### src/rtl/reg_wb_queue.sv
// Write-back queue in front of the single-write-port register file: merges
// MEM and ALU results in order, drains one per cycle, and offers a pending-write lookup.
module reg_wb_queue #(
    parameter int unsigned DEPTH = 4,
    parameter int unsigned AW    = 2,
    parameter int unsigned DW    = 32
) (
    input  logic          clk,
    input  logic          rst_n,
    input  logic          mem_valid,
    input  logic [4:0]    mem_wn,
    input  logic [DW-1:0] mem_wd,
    input  logic          alu_valid,
    input  logic [4:0]    alu_wn,
    input  logic [DW-1:0] alu_wd,
    output logic          ready,
    output logic          RegWrite,
    output logic [4:0]    WN,
    output logic [DW-1:0] WD,
    input  logic [4:0]    q_rn,
    output logic          q_hit,
    output logic [DW-1:0] q_data,
    output logic [AW:0]   count,
    output logic          overflow
);

    localparam int unsigned CW        = AW + 1;
    localparam logic [AW:0] READY_MAX = CW'(DEPTH - 2);

    logic [4:0]    wn_q [DEPTH];
    logic [DW-1:0] wd_q [DEPTH];
    logic [AW-1:0] rd_ptr;
    logic [AW-1:0] wr_ptr;
    logic [AW-1:0] alu_slot;
    logic [AW:0]   push_n;
    logic          mem_req;
    logic          alu_req;
    logic          mem_acc;
    logic          alu_acc;
    logic          pop;

    // Space for a full pair is guaranteed whenever ready is high, so no per-source check.
    assign ready    = (count <= READY_MAX);
    assign mem_req  = mem_valid && (mem_wn != 5'd0);
    assign alu_req  = alu_valid && (alu_wn != 5'd0);
    assign mem_acc  = mem_req && ready;
    assign alu_acc  = alu_req && ready;
    assign pop      = (count != '0);
    assign push_n   = CW'(mem_acc) + CW'(alu_acc);
    assign alu_slot = wr_ptr + AW'(mem_acc);

    // Control state, drain into the output register, sticky overflow.
    always_ff @(posedge clk) begin
        if (!rst_n) begin
            count    <= '0;
            rd_ptr   <= '0;
            wr_ptr   <= '0;
            RegWrite <= 1'b0;
            WN       <= '0;
            WD       <= '0;
            overflow <= 1'b0;
        end else begin
            count  <= count + push_n - CW'(pop);
            wr_ptr <= wr_ptr + AW'(push_n);
            if ((mem_req || alu_req) && !ready) begin
                overflow <= 1'b1;
            end
            if (pop) begin
                RegWrite <= 1'b1;
                WN       <= wn_q[rd_ptr];
                WD       <= wd_q[rd_ptr];
                rd_ptr   <= rd_ptr + AW'(1);
            end else begin
                RegWrite <= 1'b0;
            end
        end
    end

    // Entry storage; mem is the older instruction so it takes the lower slot.
    always_ff @(posedge clk) begin
        if (mem_acc) begin
            wn_q[wr_ptr] <= mem_wn;
            wd_q[wr_ptr] <= mem_wd;
        end
        if (alu_acc) begin
            wn_q[alu_slot] <= alu_wn;
            wd_q[alu_slot] <= alu_wd;
        end
    end

    // Youngest pending write wins: output register first, then FIFO oldest to newest.
    always_comb begin
        q_hit  = 1'b0;
        q_data = '0;
        if (q_rn != 5'd0) begin
            if (RegWrite && (WN == q_rn)) begin
                q_hit  = 1'b1;
                q_data = WD;
            end
            for (int unsigned i = 0; i < DEPTH; i++) begin
                if ((CW'(i) < count) && (wn_q[rd_ptr + AW'(i)] == q_rn)) begin
                    q_hit  = 1'b1;
                    q_data = wd_q[rd_ptr + AW'(i)];
                end
            end
        end
    end

endmodule

### config.mk
export PLATFORM = sky130hd
export DESIGN_NAME = reg_wb_queue
export DESIGN_NICKNAME = d
export VERILOG_FILES = /design/src/rtl/reg_wb_queue.sv
export SDC_FILE = /design/constraint.sdc
export NUM_CORES = 1
export LEC_CHECK = 0
export ABC_AREA = 0
export CORE_MARGIN = 1.5
export CORE_UTILIZATION = 50
export DETAILED_ROUTE_END_ITERATION = 10
export HOLD_SLACK_MARGIN = 0.03
export PLACE_DENSITY_LB_ADDON = 0.08
export SLEW_MARGIN = 25
export SYNTH_ARGS = -nofsm -noshare
export SYNTH_HDL_FRONTEND = slang
export SYNTH_SLANG_ARGS = --single-unit
### constraint.sdc
create_clock -name clk -period 8.5 [get_ports clk]
set_input_delay 2.55 -clock clk [delete_from_list [all_inputs] [get_ports clk]]
set_output_delay 2.55 -clock clk [all_outputs]
set_load 0.01 [all_outputs]
=== Yosys cells after proc, flatten, opt, wreduce, memory -nomap -nowiden ===
Memory sizes are Yosys's and may differ from the RTL's. A register that Yosys moved wholly into a read port is not among the register bits.
Index checks and enable logic that the tools add are counted.
W data, S select, Z words.

* ROM bits: 0
* Memories: 2
* Latch bits: 0
* Input bits: 83
* Bits in registers: 46
* Memory bits (writable): 148

{| class="wikitable"
|+ Memories
! name !! depth !! bits a word !! read ports !! clocked after memory_dff !! write ports !! line !! RTL
|-
| wd_q || 4 || 32 || 4 || 1 || 2 || 31 || <nowiki>logic [DW-1:0] wd_q [DEPTH];</nowiki>
|-
| wn_q || 4 || 5 || 4 || 1 || 2 || 30 || <nowiki>logic [4:0] wn_q [DEPTH];</nowiki>
|}

* Magnitude comparators: 5
* Add/sub/neg operators: 8
* Reductions and logical operators: 16
* Bitwise gates (word level): 0
* Div/mod/pow operators: 0
* Shifts and indexed selects: 0
* Multiply operators: 0
* Eq/ne operators: 5
* Muxes and demuxes: 21

{| class="wikitable"
|+ Operator list
! kind !! number
|-
| $mux W32 || 6
|-
| $eq A5 B5 Y1 || 5
|-
| $reduce_bool A5 Y1 || 3
|-
| $mux W1 || 11
|-
| $logic_and A1 B1 Y1 || 10
|-
| $mux W2 || 4
|-
| $lt A1 B3 Y1 const A || 2
|-
| $lt A2 B3 Y1 const A || 2
|-
| $add A2 B2 Y2 const B || 2
|-
| $add A3 B2 Y3 || 1
|-
| $le A3 B2 Y1 const B || 1
|-
| $reduce_bool A3 Y1 || 1
|-
| $sub A3 B1 Y3 || 1
|-
| $add A1 B1 Y2 || 1
|-
| $add A2 B1 Y2 || 1
|-
| $add A2 B1 Y2 const B || 1
|-
| $add A2 B2 Y2 || 1
|-
| $logic_not A1 Y1 || 1
|-
| $logic_or A1 B1 Y1 || 1
|}

=== Depth between registers and ports, before layout ===
Gate-level depths: netlist of the first run.

* Depth after elaboration: 8
* Mapped depth: 12
* Depth with buffers taken out: 12

=== Worst setup path before layout of the first run ===
OpenSTA, ideal clock, no wires.

* Kind: input-to-output
* Start: in q_rn[1]
* End: out q_data[13]
* Path buffers: 2
* Slack: 1.498 ns
* Cell stages on the path: 8
* Arrival time: 4.452 ns
* Cells stage by stage: clkbuf_1 > xor2_1 > nor4_1 > clkbuf_1 > nand3_1 > a21oi_1 > a21oi_1 > a211oi_1

* Longest elaborated chain between the ends: 8
* Elaborated cells on any way between the ends: 17
* Those cells by class: 5 x eq/ne; 6 x mux; 6 x reduce/logical

{| class="wikitable"
|+ RTL lines
! item !! line !! RTL
|-
| start, declared || 20 || <nowiki>input logic [4:0] q_rn,</nowiki>
|-
| $eq A5 B5 Y1 || 96 || <nowiki>if (RegWrite && (WN == q_rn)) begin</nowiki>
|-
| $logic_and A1 B1 Y1 || 96 ||
|-
| $mux W32 || 96 ||
|-
| $mux W32 (4 in a row) || 101 || <nowiki>if ((CW'(i) < count) && (wn_q[rd_ptr + AW'(i)] == q_rn)) begin</nowiki>
|-
| $mux W32 * || 95 || <nowiki>if (q_rn != 5'd0) begin</nowiki>
|-
| end, declared || 22 || <nowiki>output logic [DW-1:0] q_data,</nowiki>
|}

Every way passes the cells marked *; elsewhere a longest branch is shown, timed or not.

=== Final worst setup path of the first run ===
* Start: in q_rn[4]
* End: out q_data[15]

Same word-level chain as after synthesis.

==> flow_metrics.tcl, run 1 <==
set metrics [dict create \
    p_leak_nw 5.12 \
    muxShareOfSynthArea 0.353 \
    internal_power_w 0.00344 \
    cts-root-to-sink-buffers 2 \
    rsz0062_at_grt "no" \
    grt_usage 0.284 \
    report.final.slew_viol_count 0 \
    crit_path_top_delay_cell "sky130_fd_sc_hd__clkdlybuf4s50_1" \
    xor_xnor_cell_area_share_of_the_yosys_netlist 0.0205 \
    final_nets 1271 \
    post_cts_buffers 0 \
    hold_end "overflow$_SDFFE_PN0P_" \
    yosysSeqAreaShare 0.396 \
    postSynthCellCount 1077 \
    synth.top_cells.by_count "156 x sky130_fd_sc_hd__mux2_2, 148 x sky130_fd_sc_hd__edfxtp_1, 132 x sky130_fd_sc_hd__mux4_2" \
    detailedPlacementHpwl_um 24700 \
    run_status "finished, final reports clean" \
    timing.critical_path.fanout_max 9 \
    post_synth_main_area_contributors "sky130_fd_sc_hd__edfxtp_1 33%, sky130_fd_sc_hd__mux4_2 22%, sky130_fd_sc_hd__mux2_2 13%" \
    synth.ff_latch_count 196 \
    initial_core_util 0.507 \
    synth_nets 1167 \
    horiz_die_dim_um 168 \
    combinational_family_with_the_most_area_after_synthesis "multiplexers" \
    antenna_violating_nets_post_route 0 \
    htree_num_levels 4 \
    synth_fa_ha_area_frac 0.00697 \
    max_slew.worst_pin.slew_ns 1.05 \
    critical_path_class "in2out" \
    clk-insertion-delay-late_ns 0.44 \
    detail_route.wl_per_cell_um 25.5 \
    first_pass_iters 5 \
    p_switching_w 0.00239 \
    whs_ns 0.483 \
    max_cap_violations 0 \
    cpLargestDelayFamily "buffers and inverters" \
    critical_path.startpoint_type "primary input" \
    die_outline_area_sq_mm 0.0283 \
    power_density_mw_per_mm2 361 \
    synth_simple_gate_area_frac 0.0791 \
    worstPathCellList "clkdlybuf4s50_1, xor2_1, nor4_1, nand2_1, buf_4, a2111oi_0, a211oi_1, clkdlybuf4s50_1" \
    clock-sinks 196 \
    worst_r2r_path_depth 8 \
    worstPathBufferInverterCount 3 \
    startpoint "q_rn[4]" \
    ctsRootBufferMaster "sky130_fd_sc_hd__clkbuf_16" \
    count_of_cell_types_in_the_netlist 43 \
    drt_iter0_drc 1063 \
    fin_crit_ns 8.11 \
    core-area_sq_mm 0.0269 \
    synthesis.yosys.warnings 0 \
    height_of_the_chip_um 168 \
    post-synth-top-count-cell "sky130_fd_sc_hd__mux2_2" \
    grt_first_pass_wirelength_um 60800 \
    count_of_endpoints_failing_setup_in_the_final_report 0 \
    async_flop_share 0 \
    power.clock.fraction 0.133 \
    drive_gt1_frac 0.317 \
    post_cts_hold_buffer_count 0 \
    number_of_antenna_violations_at_the_first_check_in_global_routing 2 \
    cts-buffers-inserted 17 \
    tns_ns 0 \
    synth_area_sq_mm 0.0136 \
    path_common_cell "sky130_fd_sc_hd__clkdlybuf4s50_1" \
    crit_arrival_ns 5.56 \
    area_taken_by_multi_input_logic_gates_sq_mm 0.00777 \
    rr_endpoint "wd_q[2][11]$_DFFE_PP_" \
    cell_type_with_the_highest_aggregate_area_in_the_netlist "sky130_fd_sc_hd__edfxtp_1" \
    r2r_setup_slack_ns 4.84 \
    remaining_global_route_overflow 0 \
    hold_viol 0 \
    pwr-share-seq 0.329 \
    power.total_w 0.00582 \
    tritoncts "yes" \
    period_share 0.954 \
    nFillCells 2173 \
    number_of_enable_type_register_cells_in_the_synthesized_netlist 148 \
    ff_latch_area_sq_mm 0.00542 \
    ir_drop_uv 150 \
    path_class_of_the_lowest_slack_min_delay_path "reg2reg" \
    grt_start_max_net_pins 72 \
    comb_power_share 0.537 \
    vias_per_cell 6.69 \
    switching_share 0.410 \
    critical_path.reg2reg.startpoint "count[2]$_SDFF_PN0_" \
    synthDominantCellAreaShare 0.326 \
    via_count 10300 \
    first_global_vias 10200 \
    areaGrowthSynthToFinish_pct 18.4 \
    hold_start "overflow$_SDFFE_PN0P_" \
    timing.max_slew.rel_slack 0.297 \
    leading_register_cell_type_out_of_synthesis "sky130_fd_sc_hd__edfxtp_1" \
    clk_transition_reported_paths_ns 0.08 \
    synth_compound_area_frac 0.106 \
    row_count 60 \
    pin_count 159 \
    drt_drc_violations_left 0 \
    max_clock_freq_mhz 123 \
    hold_depth 1 \
    synth_area_per_cell_sq_um 12.7 \
    timing.critical_path.required_ns 5.95 \
    drt-total-wl_um 39100 \
    io_buffers 158 \
    end_kind "output pin" \
    place.gp.congestion 0.839 \
    cts.repair.resized 0 \
    fin_skew_ns 0.0115 \
    delay_of_the_slowest_cell_on_the_worst_path_ns 0.59 \
]
==> placed cells by master, fill, tap and decap left out, drive strengths merged, types with 4 or more instances in the layout <==
cell type,n
clkbuf,17
clkdlybuf4s50,158
dfxtp,48
and2,10
xnor2,12
nor4,4
a2111oi,32
nand2,84
ha,6
o211ai,16
o31ai,24
buf,39
nor2,28
edfxtp,148
a21oi,49
nor3,59
mux2,156
nand3,34
mux2i,8
clkinv,7
xor2,19
mux4,132
inv,14
a21boi,38
o31a,24
a211oi,8
==> through the flow <==
step | cell area [sq um] | cells | util | worst slack [ns]
2_1_floorplan | 13600 | 1077 | - | 1.50
3_3_place_gp | 15600 | 1502 | 0.579 | 0.439
3_5_place_dp | 15600 | 1503 | 0.580 | 0.420
4_1_cts | 16100 | 1535 | 0.600 | 0.412
5_1_grt | 16100 | 1535 | 0.600 | 0.153
6_report | 16100 | 1537 | 0.601 | 0.393
==> flip-flops by register name, indices dropped and copies added (netlist names), named ones only <==
signal / cells
wd_q: 128
WD: 32
wn_q: 20
WN: 5
count: 3
rd_ptr: 2
wr_ptr: 2
RegWrite: 1
overflow: 1
==> cell families after synthesis <==
kind of cell    Yosys count
buf+inv                 120
xor+xnor                 31
fa+ha+maj                 7
flops                   196
simple gates            229
compound gates          198
mux                     296
==> how the worst max path moves through the flow <==
stage / endpoint / slack [ns] / depth (start not counted)
after global placement: q_data[20] / 0.44 / 8
after detailed placement: q_data[15] / 0.42 / 8
after CTS: q_data[15] / 0.41 / 8
after floorplan: q_data[13] / 1.50 / 8
after global routing: q_data[20] / 0.15 / 8
final: q_data[15] / 0.39 / 8
==> power by group through the flow <==
stage	sequential, W	clock (W)	combinational (W)
global placement	0.00191	0	0.00308
CTS	0.00192	0.000784	0.00313
finish	0.00192	0.000777	0.00313
global route	0.00197	0.000823	0.00335
floorplan	0.00174	0	0.00219
detailed placement	0.00194	0	0.00312
==> worst reg2reg max path: stages (launching register included) <==
cell and delay [ns]:
sky130_fd_sc_hd__dfxtp_1 0.42, sky130_fd_sc_hd__a21o_1 0.24, sky130_fd_sc_hd__nor2_1 0.29, sky130_fd_sc_hd__ha_1 0.24
sky130_fd_sc_hd__xnor2_1 0.14, sky130_fd_sc_hd__or3_1 0.42, sky130_fd_sc_hd__nor2_4 0.82, sky130_fd_sc_hd__buf_4 0.44
sky130_fd_sc_hd__mux2_2 0.38
==> area by class of cell <==
type                    count  share of cell area
diodes                      2            0.000310
clock buffers              17              0.0264
clock inverters            15             0.00760
inverters                   8             0.00186
multi-input cells         761               0.481
flip-flops and latches    196               0.336
well taps                 341              0.0264
repair buffers            197               0.120
==> per-layer routing <==
layer,up-vias,global-route usage,part of all wire
met4,0,0.0916,0.024
li1,4541,-,-
met5,-,0,0
met3,66,0.0498,0.078
met2,519,0.465,0.49
met1,5161,0.388,0.41
No activity file was read; power rests on OpenSTA's default activity.
==> inputs of run 2 (changes only) <==
--- a/config.mk
+++ b/config.mk
@@ -11,6 +11,7 @@
 export DETAILED_ROUTE_END_ITERATION = 10
 export HOLD_SLACK_MARGIN = 0.03
 export PLACE_DENSITY_LB_ADDON = 0.08
+export RECOVER_POWER = 25
 export SLEW_MARGIN = 25
 export SYNTH_ARGS = -nofsm -noshare
 export SYNTH_HDL_FRONTEND = slang
==> flow_metrics.tcl, run 2 (synthesis results as in run 1) <==
set metrics [dict create \
    die_outline_area_sq_mm 0.0283 \
    first_pass_iters 5 \
    run_status "complete, but fails checks" \
    nFillCells 2177 \
    p_leak_nw 5.21 \
    largest_register "wd_q" \
    tritoncts "yes" \
    setup_slack_of_the_critical_path_after_layout_ns 0.383 \
    ir_drop_uv 150 \
    remaining_global_route_overflow 0 \
    r2r_setup_slack_ns 4.69 \
    height_of_the_chip_um 168 \
    hold_depth 1 \
    grt.met1_usage 0.388 \
    drt_iter0_drc 1065 \
    tns_ns 0 \
    core-area_sq_mm 0.0269 \
    hold_viol 0 \
    power.clock.fraction 0.135 \
    switching_share 0.411 \
    timing.critical_path.fanout_max 9 \
    areaGrowthSynthToFinish_pct 18.2 \
    violations "capacitance limit, slew limit" \
    post_cts_buffers 0 \
    largest_register_ff_count 128 \
    place.gp.congestion 0.839 \
    drt_drc_violations_left 0 \
    timing.max_slew.rel_slack -0.568 \
    max_cap_violations 3 \
    grt_usage 0.284 \
    report.final.slew_viol_count 61 \
    crit_arrival_ns 5.57 \
    horiz_die_dim_um 168 \
    post_cts_hold_buffer_count 0 \
    period_share 0.955 \
    rsz0062_at_grt "no" \
    via_count 10300 \
    clock-sinks 196 \
    grt_first_pass_wirelength_um 60800 \
    whs_ns 0.476 \
    drive_gt1_frac 0.314 \
    vias_per_cell 6.67 \
    pin_count 159 \
    cts.repair.resized 0 \
    number_of_antenna_violations_at_the_first_check_in_global_routing 2 \
    io_buffers 158 \
    top_regs "wd_q: 128 flops, WD: 32 flops, wn_q: 20 flops" \
    critical_path.startpoint_type "primary input" \
    pwr-share-seq 0.332 \
    antenna_violating_nets_post_route 0 \
    final_cell_mix "156 x sky130_fd_sc_hd__mux2_2, 148 x sky130_fd_sc_hd__edfxtp_1, 132 x sky130_fd_sc_hd__mux4_2, 112 x sky130_fd_sc_hd__clkdlybuf4s50_1, 82 x sky130_fd_sc_hd__nand2_1" \
    power.total_w 0.00577 \
    initial_core_util 0.507 \
    htree_num_levels 4 \
    cts-root-to-sink-buffers 2 \
    grt_start_max_net_pins 72 \
    ctsRootBufferMaster "sky130_fd_sc_hd__clkbuf_16" \
    grt.met2_usage 0.465 \
    gr-max-usage-layer "met2" \
    count_of_endpoints_failing_setup_in_the_final_report 0 \
    power_density_mw_per_mm2 358 \
    area_taken_by_multi_input_logic_gates_sq_mm 0.00775 \
    fin_skew_ns 0.0125 \
    drt-total-wl_um 39100 \
    first_global_vias 10200 \
    use_met3 0.0498 \
    max_slew.worst_pin.slew_ns 2.35 \
    layout.cells.most_common "sky130_fd_sc_hd__mux2_2" \
    internal_power_w 0.00340 \
    detailedPlacementHpwl_um 24700 \
    worst_r2r_path_depth 7 \
    comb_power_share 0.534 \
    final_nets 1271 \
    detail_route.wl_per_cell_um 25.4 \
    p_switching_w 0.00237 \
    critical_path_class "in2out" \
    row_count 60 \
    max_clock_freq_mhz 123 \
    fin_crit_ns 8.12 \
    placement.setup.worst_slack_ns 0.420 \
    clk-insertion-delay-late_ns 0.44 \
    clk_transition_reported_paths_ns 0.08 \
    path_class_of_the_lowest_slack_min_delay_path "reg2reg" \
    ff_latch_area_sq_mm 0.00542 \
    cts-buffers-inserted 17 \
    timing.critical_path.required_ns 5.95 \
    end_kind "output pin" \
]
==> run 2: power by group through the flow <==
stage	registers (W)	logic (W)	clock network, W
6_report	0.00191	0.00308	0.000778
4_1_cts	0.00192	0.00313	0.000784
5_1_grt	0.00197	0.00330	0.000823
3_5_place_dp	0.00194	0.00312	0
2_1_floorplan	0.00174	0.00219	0
3_3_place_gp	0.00191	0.00308	0
==> run 2: area by class of cell <==
cell class / count / share of cell area
Multi-Input combinational cell: 761 / 0.481
Sequential cell: 196 / 0.336
Timing Repair Buffer: 197 / 0.120
Tap cell: 341 / 0.0265
Clock buffer: 17 / 0.0264
Clock inverter: 15 / 0.00761
Inverter: 8 / 0.00186
Antenna cell: 2 / 0.000310
==> run 2: routing by layer <==
metal | share of wire | wire, um
met1 | 0.41 | 16100
met2 | 0.49 | 19100
met3 | 0.080 | 3110
met4 | 0.022 | 868
met5 | 0 | 0
==> run 2: final timing paths <==
path | endpoint | from
setup / recovery | q_data[15] | q_rn[4]
hold / removal | overflow$_SDFFE_PN0P_ | overflow$_SDFFE_PN0P_
hold reg to reg | overflow$_SDFFE_PN0P_ | overflow$_SDFFE_PN0P_
setup reg to reg | wd_q[0][12]$_DFFE_PP_ | count[2]$_SDFF_PN0_
==> run 2: worst max-delay path, cell delays in order <==
cell                              delay [ns]
sky130_fd_sc_hd__clkdlybuf4s50_1        0.59
sky130_fd_sc_hd__xor2_1                 0.24
sky130_fd_sc_hd__nor4_1                 0.36
sky130_fd_sc_hd__nand2_1                0.42
sky130_fd_sc_hd__buf_4                  0.33
sky130_fd_sc_hd__a2111oi_0              0.41
sky130_fd_sc_hd__a211oi_1               0.13
sky130_fd_sc_hd__clkdlybuf4s50_1        0.53
==> run 2: metrics by stage <==
stage	utilization	instance area [sq um]	cells
CTS	0.600	16100	1535
global placement	0.579	15600	1502
floorplan	-	13600	1077
global route	0.600	16100	1535
detailed placement	0.580	15600	1503
finish	0.600	16100	1537
